--- config.mk ---
export PLATFORM = sky130hd
export DESIGN_NAME = fadd_issue_ctrl
export DESIGN_NICKNAME = d
export VERILOG_FILES = /design/src/rtl/fp16_pkg.sv /design/src/rtl/fadd_res_fifo.sv /design/src/rtl/fadd_issue_ctrl.sv
export SDC_FILE = /design/constraint.sdc
export NUM_CORES = 1
export LEC_CHECK = 0
export CAP_MARGIN = 15
export CORE_MARGIN = 2
export CORE_UTILIZATION = 55
export CTS_BUF_LIST = sky130_fd_sc_hd__clkbuf_16
export DETAILED_ROUTE_END_ITERATION = 10
export GPL_TIMING_DRIVEN = 0
export PLACE_DENSITY = 0.81
export SYNTH_ARGS = -nofsm -noshare
export SYNTH_HDL_FRONTEND = slang
export SYNTH_SLANG_ARGS = --single-unit
export TNS_END_PERCENT = 100
--- constraint.sdc ---
create_clock -name aclk -period 6.25 [get_ports aclk]
set_input_delay 1.25 -clock aclk [delete_from_list [all_inputs] [get_ports aclk]]
set_output_delay 1.25 -clock aclk [all_outputs]
set_load 0.02 [all_outputs]
--- src/rtl/fp16_pkg.sv ---
// Shared fp16 constants and the result-FIFO entry layout used by the adder front/back end.
package fp16_pkg;

  localparam int FP16_W       = 16;
  localparam int FP16_ADD_LAT = 6;

  localparam logic [FP16_W-1:0] FP16_QNAN_NEG = 16'hFE00;
  localparam logic [FP16_W-1:0] FP16_PINF     = 16'h7C00;
  localparam logic [FP16_W-1:0] FP16_NINF     = 16'hFC00;

  // exc=1 means the adder dropped result-valid (INF/NaN outcome)
  typedef struct packed {
    logic              exc;
    logic [FP16_W-1:0] data;
  } fadd_res_t;

endpackage

--- src/rtl/fadd_res_fifo.sv ---
// First-word-fall-through result FIFO; pointers carry one extra wrap bit to tell full from empty.
module fadd_res_fifo #(
  parameter int W     = 17,
  parameter int DEPTH = 8
) (
  input  logic         clk,
  input  logic         rst_n,
  input  logic         wr_en,
  input  logic [W-1:0] wr_data,
  input  logic         rd_en,
  output logic [W-1:0] rd_data,
  output logic         empty
);

  localparam int AW = $clog2(DEPTH);
  localparam int PW = AW + 1;

  logic [W-1:0]  mem_q [DEPTH];
  logic [PW-1:0] wr_ptr_q, wr_ptr_d;
  logic [PW-1:0] rd_ptr_q, rd_ptr_d;
  logic          full;

  always_comb begin
    wr_ptr_d = wr_en ? wr_ptr_q + PW'(1) : wr_ptr_q;
    rd_ptr_d = rd_en ? rd_ptr_q + PW'(1) : rd_ptr_q;
    empty    = (wr_ptr_q == rd_ptr_q);
    full     = (wr_ptr_q[AW] != rd_ptr_q[AW]) && (wr_ptr_q[AW-1:0] == rd_ptr_q[AW-1:0]);
    rd_data  = mem_q[rd_ptr_q[AW-1:0]];
  end

  always_ff @(posedge clk) begin
    if (!rst_n) begin
      wr_ptr_q <= '0;
      rd_ptr_q <= '0;
    end else begin
      wr_ptr_q <= wr_ptr_d;
      rd_ptr_q <= rd_ptr_d;
    end
  end

  // Storage is never reset; only the pointers decide what is valid.
  always_ff @(posedge clk) begin
    if (wr_en) mem_q[wr_ptr_q[AW-1:0]] <= wr_data;
  end

  // The upstream credit counter must make this impossible.
  a_no_overflow: assert property (@(posedge clk) disable iff (!rst_n) !(wr_en && full));

endmodule

--- src/rtl/fadd_issue_ctrl.sv ---
// Joins two operand streams into a fixed-latency fp16 adder with no backpressure and
// re-streams its results; a credit counter reserves FIFO space for every issued pair.
module fadd_issue_ctrl
  import fp16_pkg::*;
#(
  parameter int LAT   = FP16_ADD_LAT,
  parameter int DEPTH = 8,
  parameter int CW    = 4
) (
  input  logic              aclk,
  input  logic              aresetn,
  input  logic [FP16_W-1:0] s_axis_a_tdata,
  input  logic              s_axis_a_tvalid,
  output logic              s_axis_a_tready,
  input  logic [FP16_W-1:0] s_axis_b_tdata,
  input  logic              s_axis_b_tvalid,
  output logic              s_axis_b_tready,
  output logic [FP16_W-1:0] op_a_tdata,
  output logic [FP16_W-1:0] op_b_tdata,
  output logic              op_tvalid,
  input  logic [FP16_W-1:0] res_tdata,
  input  logic              res_tvalid,
  output logic [FP16_W-1:0] m_axis_result_tdata,
  output logic              m_axis_result_tuser,
  output logic              m_axis_result_tvalid,
  input  logic              m_axis_result_tready,
  output logic [CW-1:0]     stat_credit,
  output logic              stat_orphan
);

  localparam logic [CW-1:0] DEPTH_C = CW'(DEPTH);

  logic              fire, pop, fifo_empty, wr_en;
  logic [CW-1:0]     credit_q, credit_d;
  logic              op_tvalid_q, op_tvalid_d;
  logic [FP16_W-1:0] op_a_q, op_a_d, op_b_q, op_b_d;
  logic [LAT:1]      tok_q, tok_d;
  logic              orphan_q, orphan_d;
  fadd_res_t         wr_ent, head;

  always_comb begin
    pop  = aresetn & ~fifo_empty & m_axis_result_tready;
    // A pop frees a slot this edge, so issue may proceed at full credit.
    fire = aresetn & s_axis_a_tvalid & s_axis_b_tvalid & ((credit_q < DEPTH_C) | pop);

    op_tvalid_d = fire;
    op_a_d      = fire ? s_axis_a_tdata : op_a_q;
    op_b_d      = fire ? s_axis_b_tdata : op_b_q;

    credit_d = credit_q;
    if (fire && !pop)      credit_d = credit_q + CW'(1);
    else if (pop && !fire) credit_d = credit_q - CW'(1);

    tok_d[1] = op_tvalid_q;
    for (int i = 2; i <= LAT; i++) tok_d[i] = tok_q[i-1];

    wr_en       = tok_q[LAT];
    wr_ent.exc  = ~res_tvalid;
    wr_ent.data = res_tdata;
    orphan_d    = orphan_q | (res_tvalid & ~tok_q[LAT]);
  end

  always_ff @(posedge aclk) begin
    if (!aresetn) begin
      op_tvalid_q <= 1'b0;
      op_a_q      <= '0;
      op_b_q      <= '0;
      tok_q       <= '0;
      credit_q    <= '0;
      orphan_q    <= 1'b0;
    end else begin
      op_tvalid_q <= op_tvalid_d;
      op_a_q      <= op_a_d;
      op_b_q      <= op_b_d;
      tok_q       <= tok_d;
      credit_q    <= credit_d;
      orphan_q    <= orphan_d;
    end
  end

  fadd_res_fifo #(
    .W     ($bits(fadd_res_t)),
    .DEPTH (DEPTH)
  ) u_fifo (
    .clk     (aclk),
    .rst_n   (aresetn),
    .wr_en   (wr_en),
    .wr_data (wr_ent),
    .rd_en   (pop),
    .rd_data (head),
    .empty   (fifo_empty)
  );

  assign s_axis_a_tready      = fire;
  assign s_axis_b_tready      = fire;
  assign op_a_tdata           = op_a_q;
  assign op_b_tdata           = op_b_q;
  assign op_tvalid            = op_tvalid_q;
  assign m_axis_result_tvalid = aresetn & ~fifo_empty;
  assign m_axis_result_tdata  = head.data;
  assign m_axis_result_tuser  = head.exc;
  assign stat_credit          = credit_q;
  assign stat_orphan          = orphan_q;

endmodule

==> impl_metrics.csv <==
group,metric,value,unit
run_status,outcome,"finished, final reports clean",
critical_path,end_kind,"output port",
sta,hold_violations,0,
placement,place_congestion,0.7771,
pwr,combPwrFrac,5.7,%
sta,fin_setup_tns,0,ns
synth,synth_warnings,0,
critical_path,path_common_cell,"clkdlybuf4s50_1",
final_layout,fin_util,71.09,%
critical_path,cpMaxStageDelayCell,"clkdlybuf4s50_1",
placement,dp_cells,711,
grt,grt_max_degree,17,
clock_network,path_clk_slew,0.06,ns
die,initial_core_util,55.69,%
sta,slew_headroom,46.11,%
die,die-area,14190,µm²
grt,antenna_found_initial,0,
route,vias,4128,
critical_path,slowest_delay,0.59,ns
pwr,power.net_switching,531.1,µW
die,fp.dieW,119.1,µm
sta,worst_slew_pin_slew,0.8040,ns
pwr,power.leakage,0.003061,µW
route,first_pass_iters,4,
synth,synth_seq_area_share,71.15,%
route,drt_iter0_drc,272,
critical_path,critPathLaunchType,"input pin",
critical_path,path_max_fanout,12,
synth,synth-seq-cells,191,
synth,syn_nets,476,
clock_network,cts_tree,"yes",
pwr,p_seq_share,54.7,%
critical_path,criticalPathCategory,"in2out",
clock_network,cts_setup_buffers,0,
critical_path,crit_path_cell_trace,"clkdlybuf4s50_1 -> clkbuf_1 -> nand3_1 -> a21oi_2 -> buf_6 -> buf_4 -> clkdlybuf4s50_1",
grt,grt_pass1_wl,23710,µm
grt,grt_overflow,0,
clock_network,clock_path_buffers,2,
placement,place_hpwl,10150,µm
placement,io_buffers,111,
pwr,switching_share,21.06,%
final_layout,area_growth,27.66,%
synth,synth.avg_cell_area,17.52,µm²
die,pin_count,112,
clock_network,numClockSinks,191,
route,drc,0,
die,fp-row-count,42,
sta,report.final.slew_viol_count,0,
pwr,power,2522,µW
synth,syn-instance-count,416,
final_layout,drive_gt1_share,19.22,%
final_layout,final-instance-count-excl-fill,743,
sta,finalCritPeriodShare,77.65,%
critical_path,critPathArrivalTime,3.60,ns
grt,grt_pass1_vias,4474,
clock_network,htree_levels,4,
pwr,pwr-share-clk,39.6,%
final_layout,diodes,0,
critical_path,worstPathRequired,5.00,ns
sta,setup_viol,0,
sta,fin_skew,0.006214,ns
die,fp.dieH,119.1,µm
route,wirelength,14880,µm
final_layout,nets,614,
clock_network,clk_latency,0.43,ns
clock_network,cts_buffers,17,
die,core_area,13090,µm²
sta,fmax,0.2060,GHz
route,routed_via_density,5.556,
route,wl_per_cell,20.02,µm
pwr,power_density,271.1,nW/µm²
synth,netlist_area,7287,µm²
hold_path,hp-class,"reg2reg",
synth,yosysUniqueCellTypes,37,
sta,rsz0062_at_grt,"no",
clock_network,postCtsHoldBufs,0,
grt,grt_usage,22.52,%
clock_network,root_buffer,"clkbuf_16",
route,antenna_left,0,
run,drv_cap,0,
clock_network,cts.repair.resized,0,
pwr,vdd_drop_max,0.2156,mV
sta,fin_crit,4.853,ns
pwr,power.internal,1991,µW
-- worst max-delay path: cells and delay by family --
kind,cells,cell delay (ns)
compound gates,1,0.37
buf+inv,5,1.77
simple gates,1,0.20
-- kinds of logic after synthesis --
group | Yosys count | share of synthesized area (%)
DFF | 191 | 71.15
xor gates and xnor gates | 8 | 0.9616
and+or+nand+nor | 78 | 5.426
AOI/OAI and AO/OA | 44 | 5.272
adders and majority gates | 6 | 1.133
buffers and inverters | 32 | 2.095
muxes | 57 | 13.96
-- metrics by stage --
stage	hold slack [ns]	setup WS, ns	instance area (µm²)
3_5_place_dp	0.4253	1.386	8756
6_report	0.4373	1.397	9303
5_1_grt	0.4597	1.268	9303
3_3_place_gp	0.4167	1.409	8618
4_1_cts	0.4409	1.382	9303
2_1_floorplan	0.4119	2.727	7287
-- final timing paths --
path | from | endpoint | slack (ns) | depth (start not counted)
worst max-delay path | aresetn | s_axis_b_tready | 1.40 | 7
worst min-delay path | tok_q[2]$_SDFF_PN0_ | tok_q[3]$_SDFF_PN0_ | 0.44 | 1
worst max register to register | u_fifo.wr_ptr_q[1]$_SDFFE_PN0P_ | stat_credit[3]$_SDFFE_PN0P_ | 2.93 | 11
worst min register to register | tok_q[2]$_SDFF_PN0_ | tok_q[3]$_SDFF_PN0_ | 0.44 | 1
-- power groups by stage --
stage	registers, µW	logic (µW)	clock network (µW)
floorplan	1430	37.9	0
global placement	1410	139	0
detailed placement	1410	144	0
CTS	1380	145	1020
global route	1380	155	1070
finish	1380	144	998
-- sequential cells by signal (all words and copies together) (netlist names), named ones only --
register	count
u_fifo.wr_ptr_q	4
op_tvalid	1
stat_credit	4
op_b_tdata	16
stat_orphan	1
u_fifo.rd_ptr_q	4
u_fifo.mem_q	136
tok_q	6
op_a_tdata	16
-- synthesized netlist by cell type --
master / count / area (µm²)
nor2b_1: 3 / 18.77
o2bb2ai_1: 32 / 280.3
o31ai_1: 1 / 7.510
xnor2_1: 3 / 26.28
ha_1: 5 / 62.56
nor4_1: 1 / 6.260
a31o_2: 1 / 8.760
mux4_2: 34 / 765.7
or2_2: 1 / 6.260
o211ai_1: 1 / 7.510
fa_1: 1 / 20.02
a21oi_1: 2 / 10.01
nor2_1: 10 / 37.54
o41ai_4: 1 / 27.53
nand3_1: 36 / 180.2
mux2_2: 17 / 191.4
nand2_1: 8 / 30.03
dfxtp_1: 55 / 1101
a21oi_2: 1 / 8.760
buf_1: 1 / 3.750
edfxtp_1: 136 / 4084
nand2b_1: 5 / 31.28
inv_1: 3 / 11.26
o21a_1: 1 / 7.510
a21boi_0: 1 / 7.510
a31oi_1: 1 / 6.260
clkbuf_1: 19 / 71.32
a211oi_1: 1 / 7.510
nor2_2: 1 / 6.260
buf_4: 1 / 7.510
nor3_1: 2 / 10.01
and2_1: 11 / 68.82
mux2i_1: 6 / 60.06
o21ai_0: 1 / 5.000
buf_2: 5 / 25.02
buf_6: 3 / 33.78
xor2_1: 5 / 43.79
-- layout by cell type (no fill, tap or decap), types with 2 or more instances in the layout --
| cell type | instances |
|---|---|
| nand3_1 | 36 |
| and2_1 | 11 |
| a21oi_1 | 2 |
| clkinv_1 | 2 |
| ha_1 | 5 |
| dfxtp_1 | 55 |
| clkdlybuf4s50_1 | 111 |
| buf_6 | 5 |
| xor2_1 | 5 |
| inv_6 | 3 |
| buf_8 | 6 |
| nor3_2 | 2 |
| mux2_2 | 17 |
| inv_1 | 5 |
| xnor2_1 | 3 |
| clkinvlp_4 | 3 |
| nor2_1 | 4 |
| nor2b_1 | 3 |
| nand2_1 | 8 |
| buf_2 | 5 |
| edfxtp_1 | 136 |
| nand2b_1 | 5 |
| clkbuf_16 | 17 |
| nor2_2 | 7 |
| clkinv_4 | 2 |
| o2bb2ai_1 | 32 |
| clkbuf_1 | 19 |
| mux2i_1 | 6 |
| mux4_2 | 34 |
-- final cells by class --
class / instances / area, µm²
Buffer: 29 / 141.4
Clock buffer: 17 / 425.4
Clock inverter: 15 / 121.4
Fill cell: 827 / 3782
Inverter: 3 / 11.26
Multi-Input combinational cell: 193 / 1974
Sequential cell: 191 / 5185
Tap cell: 176 / 220.2
Timing Repair Buffer: 119 / 1224
-- per-layer routing --
metal  share of wire [%]  wire [µm]  global-route usage (%)
met1                  38       5718                   25.31
met2                  52       7807                   39.76
met3                 8.0       1193                   8.669
met4                 1.1        159                   6.696
met5                   0          0                       0
Power figures use the tool's default switching activity.
